## src/rtl/frame_scheduler.sv

```systemverilog
// -----------------------------------------------------------------------------
// frame_scheduler
//
// Frame-level controller for the pixel-array phase sequencer. The host writes
// exposure / period / frame-target into pending registers at any time; every
// entry into LAUNCH copies them into the active (shadow) set, so a frame in
// flight never sees a configuration change. Launches are spaced by the
// programmed period, completions from the datapath are counted, and a sticky
// overrun flag records frames whose datapath work outlasted the period.
//
// Optional feature macro: FRAME_TIMEOUT_EN
//   When defined, adds o_timeout (sticky) and a watchdog that aborts a frame
//   left in RUN for TIMEOUT cycles after its launch. TIMEOUT must fit in PER_W.
//
// Ports
//   i_clk           clock, rising edge
//   i_rst_n         asynchronous active-low reset
//   i_cfg_we        load pending config this cycle
//   i_cfg_exposure  exposure length forwarded to the datapath
//   i_cfg_period    launch-to-launch spacing in cycles (0 behaves as 1)
//   i_cfg_frames    frames per run, 0 = continuous
//   i_start         begin a run (honoured only in IDLE, and not with i_stop)
//   i_stop          finish the current frame, then go IDLE
//   i_clr_status    clear overrun (and timeout)
//   i_dp_done       one-cycle pulse: datapath finished a frame
//   o_dp_start      one-cycle launch pulse (registered, glitch-free)
//   o_dp_exposure   active exposure, stable for the whole frame
//   o_busy          state is not IDLE
//   o_frame_done    one-cycle pulse per accepted i_dp_done
//   o_frame_count   completed frames in this run, wraps
//   o_overrun       sticky: period elapsed before i_dp_done
//   o_timeout       (FRAME_TIMEOUT_EN only) sticky watchdog flag
//   o_dbg_state     current FSM state encoding
//
// Handshake: i_dp_done is a single-cycle event with no back-pressure; it is
// accepted only in RUN, and pulses in any other state are dropped.
// -----------------------------------------------------------------------------
module frame_scheduler #(
    parameter int EXP_W   = 8,
    parameter int PER_W   = 16,
    parameter int CNT_W   = 16,
    parameter int TIMEOUT = 1023
) (
    input  logic             i_clk,
    input  logic             i_rst_n,
    input  logic             i_cfg_we,
    input  logic [EXP_W-1:0] i_cfg_exposure,
    input  logic [PER_W-1:0] i_cfg_period,
    input  logic [CNT_W-1:0] i_cfg_frames,
    input  logic             i_start,
    input  logic             i_stop,
    input  logic             i_clr_status,
    input  logic             i_dp_done,
    output logic             o_dp_start,
    output logic [EXP_W-1:0] o_dp_exposure,
    output logic             o_busy,
    output logic             o_frame_done,
    output logic [CNT_W-1:0] o_frame_count,
    output logic             o_overrun,
`ifdef FRAME_TIMEOUT_EN
    output logic             o_timeout,
`endif
    output logic [1:0]       o_dbg_state
);

    typedef enum logic [1:0] {
        S_IDLE    = 2'd0,
        S_LAUNCH  = 2'd1,
        S_RUN     = 2'd2,
        S_HOLDOFF = 2'd3
    } state_t;

    state_t           r_state;
    state_t           w_next;

    logic [EXP_W-1:0] r_pend_exposure, r_act_exposure;
    logic [PER_W-1:0] r_pend_period,   r_act_period;
    logic [CNT_W-1:0] r_pend_frames,   r_act_frames;

    logic [PER_W-1:0] r_cnt;
    logic [CNT_W-1:0] r_frame_count;
    logic             r_stop_pending;
    logic             r_dp_start;
    logic             r_frame_done;
    logic             r_overrun;

    logic [PER_W-1:0] w_per_m1;
    logic             w_period_up;
    logic             w_stop_eff;
    logic [CNT_W-1:0] w_count_inc;
    logic             w_last_frame;
    logic             w_done_acc;
    logic             w_ovr_set;
    logic             w_run_start;
    logic             w_to_hit;

    // Period 0 is treated as 1, so the threshold bottoms out at 0.
    assign w_per_m1     = (r_act_period == '0) ? '0 : r_act_period - PER_W'(1);
    assign w_period_up  = (r_cnt >= w_per_m1);
    // A stop arriving this cycle already blocks the next launch.
    assign w_stop_eff   = r_stop_pending | i_stop;
    assign w_count_inc  = r_frame_count + CNT_W'(1);
    assign w_last_frame = (r_act_frames != '0) && (w_count_inc == r_act_frames);
    assign w_done_acc   = (r_state == S_RUN) && i_dp_done;
    assign w_ovr_set    = (r_state == S_RUN) && !i_dp_done && w_period_up;
    assign w_run_start  = (r_state == S_IDLE) && (w_next == S_LAUNCH);

`ifdef FRAME_TIMEOUT_EN
    // r_cnt counts cycles since LAUNCH (LAUNCH cycle = 0), so the watchdog
    // fires on the cycle whose end marks TIMEOUT elapsed cycles.
    localparam logic [PER_W-1:0] TO_LIM = PER_W'(TIMEOUT - 1);
    logic r_timeout;
    assign w_to_hit  = (r_state == S_RUN) && !i_dp_done && (r_cnt >= TO_LIM);
    assign o_timeout = r_timeout;
`else
    assign w_to_hit  = 1'b0;
`endif

    always_comb begin
        w_next = r_state;
        case (r_state)
            S_IDLE:    if (i_start && !i_stop) w_next = S_LAUNCH;
            S_LAUNCH:  w_next = S_RUN;
            S_RUN: begin
                if (i_dp_done) begin
                    if (w_stop_eff || w_last_frame) w_next = S_IDLE;
                    else if (w_period_up)           w_next = S_LAUNCH;
                    else                            w_next = S_HOLDOFF;
                end else if (w_to_hit) begin
                    w_next = S_IDLE;
                end
            end
            S_HOLDOFF: begin
                if (w_stop_eff)       w_next = S_IDLE;
                else if (w_period_up) w_next = S_LAUNCH;
            end
            default:   w_next = S_IDLE;
        endcase
    end

    always_ff @(posedge i_clk or negedge i_rst_n) begin
        if (!i_rst_n) begin
            r_state         <= S_IDLE;
            r_pend_exposure <= '0;
            r_pend_period   <= '0;
            r_pend_frames   <= '0;
            r_act_exposure  <= '0;
            r_act_period    <= '0;
            r_act_frames    <= '0;
            r_cnt           <= '0;
            r_frame_count   <= '0;
            r_stop_pending  <= 1'b0;
            r_dp_start      <= 1'b0;
            r_frame_done    <= 1'b0;
            r_overrun       <= 1'b0;
        end else begin
            r_state      <= w_next;
            r_dp_start   <= (w_next == S_LAUNCH);
            r_frame_done <= w_done_acc;

            if (i_cfg_we) begin
                r_pend_exposure <= i_cfg_exposure;
                r_pend_period   <= i_cfg_period;
                r_pend_frames   <= i_cfg_frames;
            end

            // Shadow copy takes the pending value from before this edge, so a
            // write landing on the same edge is held for the following frame.
            if (w_next == S_LAUNCH) begin
                r_act_exposure <= r_pend_exposure;
                r_act_period   <= r_pend_period;
                r_act_frames   <= r_pend_frames;
                r_cnt          <= '0;
            end else if (r_state != S_IDLE && r_cnt != '1) begin
                r_cnt <= r_cnt + PER_W'(1);
            end

            if (w_run_start)     r_frame_count <= '0;
            else if (w_done_acc) r_frame_count <= w_count_inc;

            if (w_run_start)                      r_stop_pending <= 1'b0;
            else if (r_state != S_IDLE && i_stop) r_stop_pending <= 1'b1;

            // Set beats clear when both happen together.
            if (w_ovr_set)         r_overrun <= 1'b1;
            else if (i_clr_status) r_overrun <= 1'b0;
        end
    end

`ifdef FRAME_TIMEOUT_EN
    always_ff @(posedge i_clk or negedge i_rst_n) begin
        if (!i_rst_n)          r_timeout <= 1'b0;
        else if (w_to_hit)     r_timeout <= 1'b1;
        else if (i_clr_status) r_timeout <= 1'b0;
    end
`endif

    assign o_dp_start    = r_dp_start;
    assign o_dp_exposure = r_act_exposure;
    assign o_busy        = (r_state != S_IDLE);
    assign o_frame_done  = r_frame_done;
    assign o_frame_count = r_frame_count;
    assign o_overrun     = r_overrun;
    assign o_dbg_state   = r_state;

endmodule
```

## config.mk

```make
export PLATFORM = sky130hd
export DESIGN_NAME = frame_scheduler
export DESIGN_NICKNAME = d
export VERILOG_FILES = /design/src/rtl/frame_scheduler.sv
export SDC_FILE = /design/constraint.sdc
export NUM_CORES = 1
export LEC_CHECK = 0
export ABC_AREA = 0
export CORE_MARGIN = 2
export CORE_UTILIZATION = 30
export DETAILED_ROUTE_END_ITERATION = 10
export PLACE_DENSITY_LB_ADDON = 0.08
export SYNTH_ARGS = -nofsm -noshare
export SYNTH_HDL_FRONTEND = slang
export SYNTH_SLANG_ARGS = --single-unit
```

## constraint.sdc

```tcl
create_clock -name i_clk -period 5.21 [get_ports i_clk]
set_clock_uncertainty 0.1 [all_clocks]
set_input_delay 1.042 -clock i_clk [delete_from_list [all_inputs] [get_ports i_clk]]
set_output_delay 1.042 -clock i_clk [all_outputs]
set_load 0.01 [all_outputs]
```

==> impl_results.md <==
* # DRC at 0
* Synth Warn # at 0
* Number of top-level pins at 77
* Critical Path AT at approximately 4800 ps
* Final number of hold-violating endpoints at 0
* Number of nets with antenna violations after routing at 0
* Clk buf depth at 2
* Number of hold buffers added after cts at 0
* Mapped Area at ~6100 sq um
* Leakage power at about 3.2 nW
* Initial drt markers at 258
* Reg2reg end: r_act_period[3]
* First drt pass iteration count at 4
* Routability Congestion at 0.8366
* Max-slew headroom at 29.67%
* TritonCTS clock tree: done
* Cts repair resizes at 0
* Status: finished clean
* Max Fclk at about 220 MHz
* Vias in the first global route at about 4400
* Clock Root Buffer: clkbuf_16
* Nature of the critical path endpoint: register
* # Post-CTS Setup Buffers at 0
* Core area at ~20000 sq um
* DR vias at between 4000 and 5000
* Syn Inst Count at about 540
* WL final at ~14 mm
* Ys async rst share at between 90% and 100%
* MaxCap Viol Count at 0
* Reg2Reg Depth at 15
* GRT Util Overall at 14.17%
* Clk pin slew, worst setup/hold paths at about 60 ps
* GRT overflow at 0
* Post-Place Cells at 867
* # port buffers at 76
* Critical path type: register to register
* WHS Path Cells at 1
* CP required at roughly 5400 ps
* Cell taking the most area after synthesis: dfrtp_1
* P_int at ~2.6 mW
* Initial antenna violation count at 0
* Die Width at between 100 and 150 microns
* RSZ-0062 raised after global routing: false
* Sw frac at 31.29%
* Worst hold slack at 399.7 ps
* Min-delay src: r_pend_exposure[7]
* Non-filler cells, final at 899
* Worst hold endpoint: r_pend_exposure[7]
* Adder-cell area share of the yosys netlist at under 10%
* Top FF cell, synth: dfrtp_1
* Cell area after layout at 7764 sq um
* Final Util at between 30% and 40%
* Slew @ Worst Pin at 1051 ps
* Max-slew violation count at 0
* Vias per Instance at about 4.8
* List of most frequent post-synthesis cells: dfrtp_1, mux2_2, nor2_1, nand2_1, xnor2_1
* Syn avg cell area at around 11 sq um
* # clock sinks at approximately 120
* Final setup vio count at 0
* R2R Setup Slk at slightly above 600 ps
* Post-Place Setup Slack at between 600 and 700 ps
* Reg power frac at between 30 and 40%
* Net Count, Synth at 609
* H-tree depth at 4
* CTS Buf Count at 17
* Count leader, synth: dfrtp_1
* Clock Latency Late Sink at 420 ps
* Synth Area in Compound Gates at 7.988%
* Simple-gate share of the synthesized area at about 14%
* Layout cell share with drive strength beyond 1 at between 10% and 20%
* First-pass GRT wire length at around 24 mm
* Area growth syn-to-layout at 27.41%
* Crit path from: r_act_period[5]
* Top post-synthesis cells by area: dfrtp_1, mux2_2, xnor2_1, ha_1, mux2_4
* Final setup margin at 623.5 ps
* Synth cell types at 55
* Wire per inst at around 16 microns
* EDFF count, synth at 0
* Min-Delay Path Class: register to register
* Num rows at 52
* Die ar. at approximately 21000 sq um
* Die Span Y at 146.5 microns
* Mux share of post-synthesis cell area at between 10% and 20%
* Seq/Total Area, Yosys at 48.46%
* Final Power at 3.849 mW
* Placement Cell Area at about 7100 sq um
* Pin count of the biggest net entering global routing at 58
* Final HPWL DP at slightly above 10 mm
* Fin crit share at 88.03%
* Worst ir drop on vdd at approximately 0.21 mV
* N_diodes at 0
* Nature of the critical path startpoint: register
* Final period demand of the worst path at ~4600 ps
* Clock Power Share at between 30% and 40%
* PD cells at 495.7 nW/um^2
* Setup TNS Final at 0 ps
* Largest family of logic cells by synthesized area: multiplexers
* Register bit total from synthesis at about 120
* Initial Utilization at 30.31%
* Post-Synth XOR/XNOR Area at just under 7%
* Yosys top cell area share at between 40% and 50%
* Net load switching power at 1.204 mW
* Final Net Count at between 600 and 700
* Crit path max fanout at 57
* Comb power frac at slightly below 30%
* RR Startpoint: r_act_period[5]
[critical path, stage by stage (launching register included)]
cell      delay, ps
dfrtp_1         390
or4_1           570
nor3_1          400
nand3_1         200
or3_1           360
nor3_1          140
a21oi_1          70
ha_1            330
nand4_1         140
nor4_1          320
a311oi_1        150
o211ai_1        150
nand2_1         150
o31ai_4         230
buf_12          330
mux2_2          370
[power by group through the flow]
| stage | registers (mW) | clock network (mW) | logic [mW] |
|---|---|---|---|
| final | 1.41 | 1.31 | 1.13 |
| after global routing | 1.45 | 1.39 | 1.26 |
| after CTS | 1.41 | 1.34 | 1.15 |
| after floorplan | 1.35 | 0 | 0.804 |
| after detailed placement | 1.43 | 0 | 1.15 |
| after global placement | 1.42 | 0 | 1.12 |
[metal layers]
layer	wire, microns	track usage, %	up-vias
met4	157	4.175	0
met5	0	0	-
li1	-	-	2101
met1	7191	19.83	2119
met2	6177	20.99	103
met3	727	4.531	15
[placed cells by master, fill, tap and decap left out, types with 6 or more instances in the layout]
master / instances
ha_1: 20
nand3b_1: 6
a21oi_1: 16
o21ai_0: 29
nor2_1: 41
nor4_1: 8
dfrtp_1: 118
nand4_1: 7
xnor2_1: 32
nor3_1: 15
xor2_1: 15
nand2_1: 36
mux2_4: 12
mux2_2: 68
nand3_1: 18
clkdlybuf4s50_1: 74
inv_1: 13
clkbuf_16: 17
[state kept, by name, summed over array words and instances, names as in the netlist, 2 cells and up]
signal           flops
o_dbg_state          2
r_pend_frames       16
r_pend_period       16
r_act_period        16
o_frame_count       16
r_act_frames        16
r_pend_exposure      8
r_cnt               16
o_dp_exposure        8
[how the worst max path moves through the flow]
stage | cells past startpoint | slack [ps] | to
after CTS | 15 | 620 | r_act_frames[2]
after floorplan | 16 | 1170 | o_dp_exposure[0]
after detailed placement | 15 | 650 | r_act_frames[13]
after global routing | 15 | 330 | r_act_period[1]
after global placement | 15 | 780 | o_dp_exposure[7]
final | 15 | 620 | r_act_period[3]
[area by class of cell]
type | instances | area, sq um
fill | 1941 | 12340
multi-input combinational | 387 | 2979
sequential | 118 | 2953
timing repair buffer | 79 | 788.3
clock buffer | 21 | 460.4
tap | 270 | 337.8
clock inverter | 11 | 196.4
inverter | 13 | 48.80
[logic make-up after synthesis]
group | count (synthesis)
AO/OA/AOI/OAI | 75
XOR/XNOR | 47
adder cells (fa/ha/maj) | 20
buffers and inverters | 37
flip-flops | 118
multiplexers | 81
AND/OR/NAND/NOR | 164
Note: power is estimated with default switching activity, not from simulation.
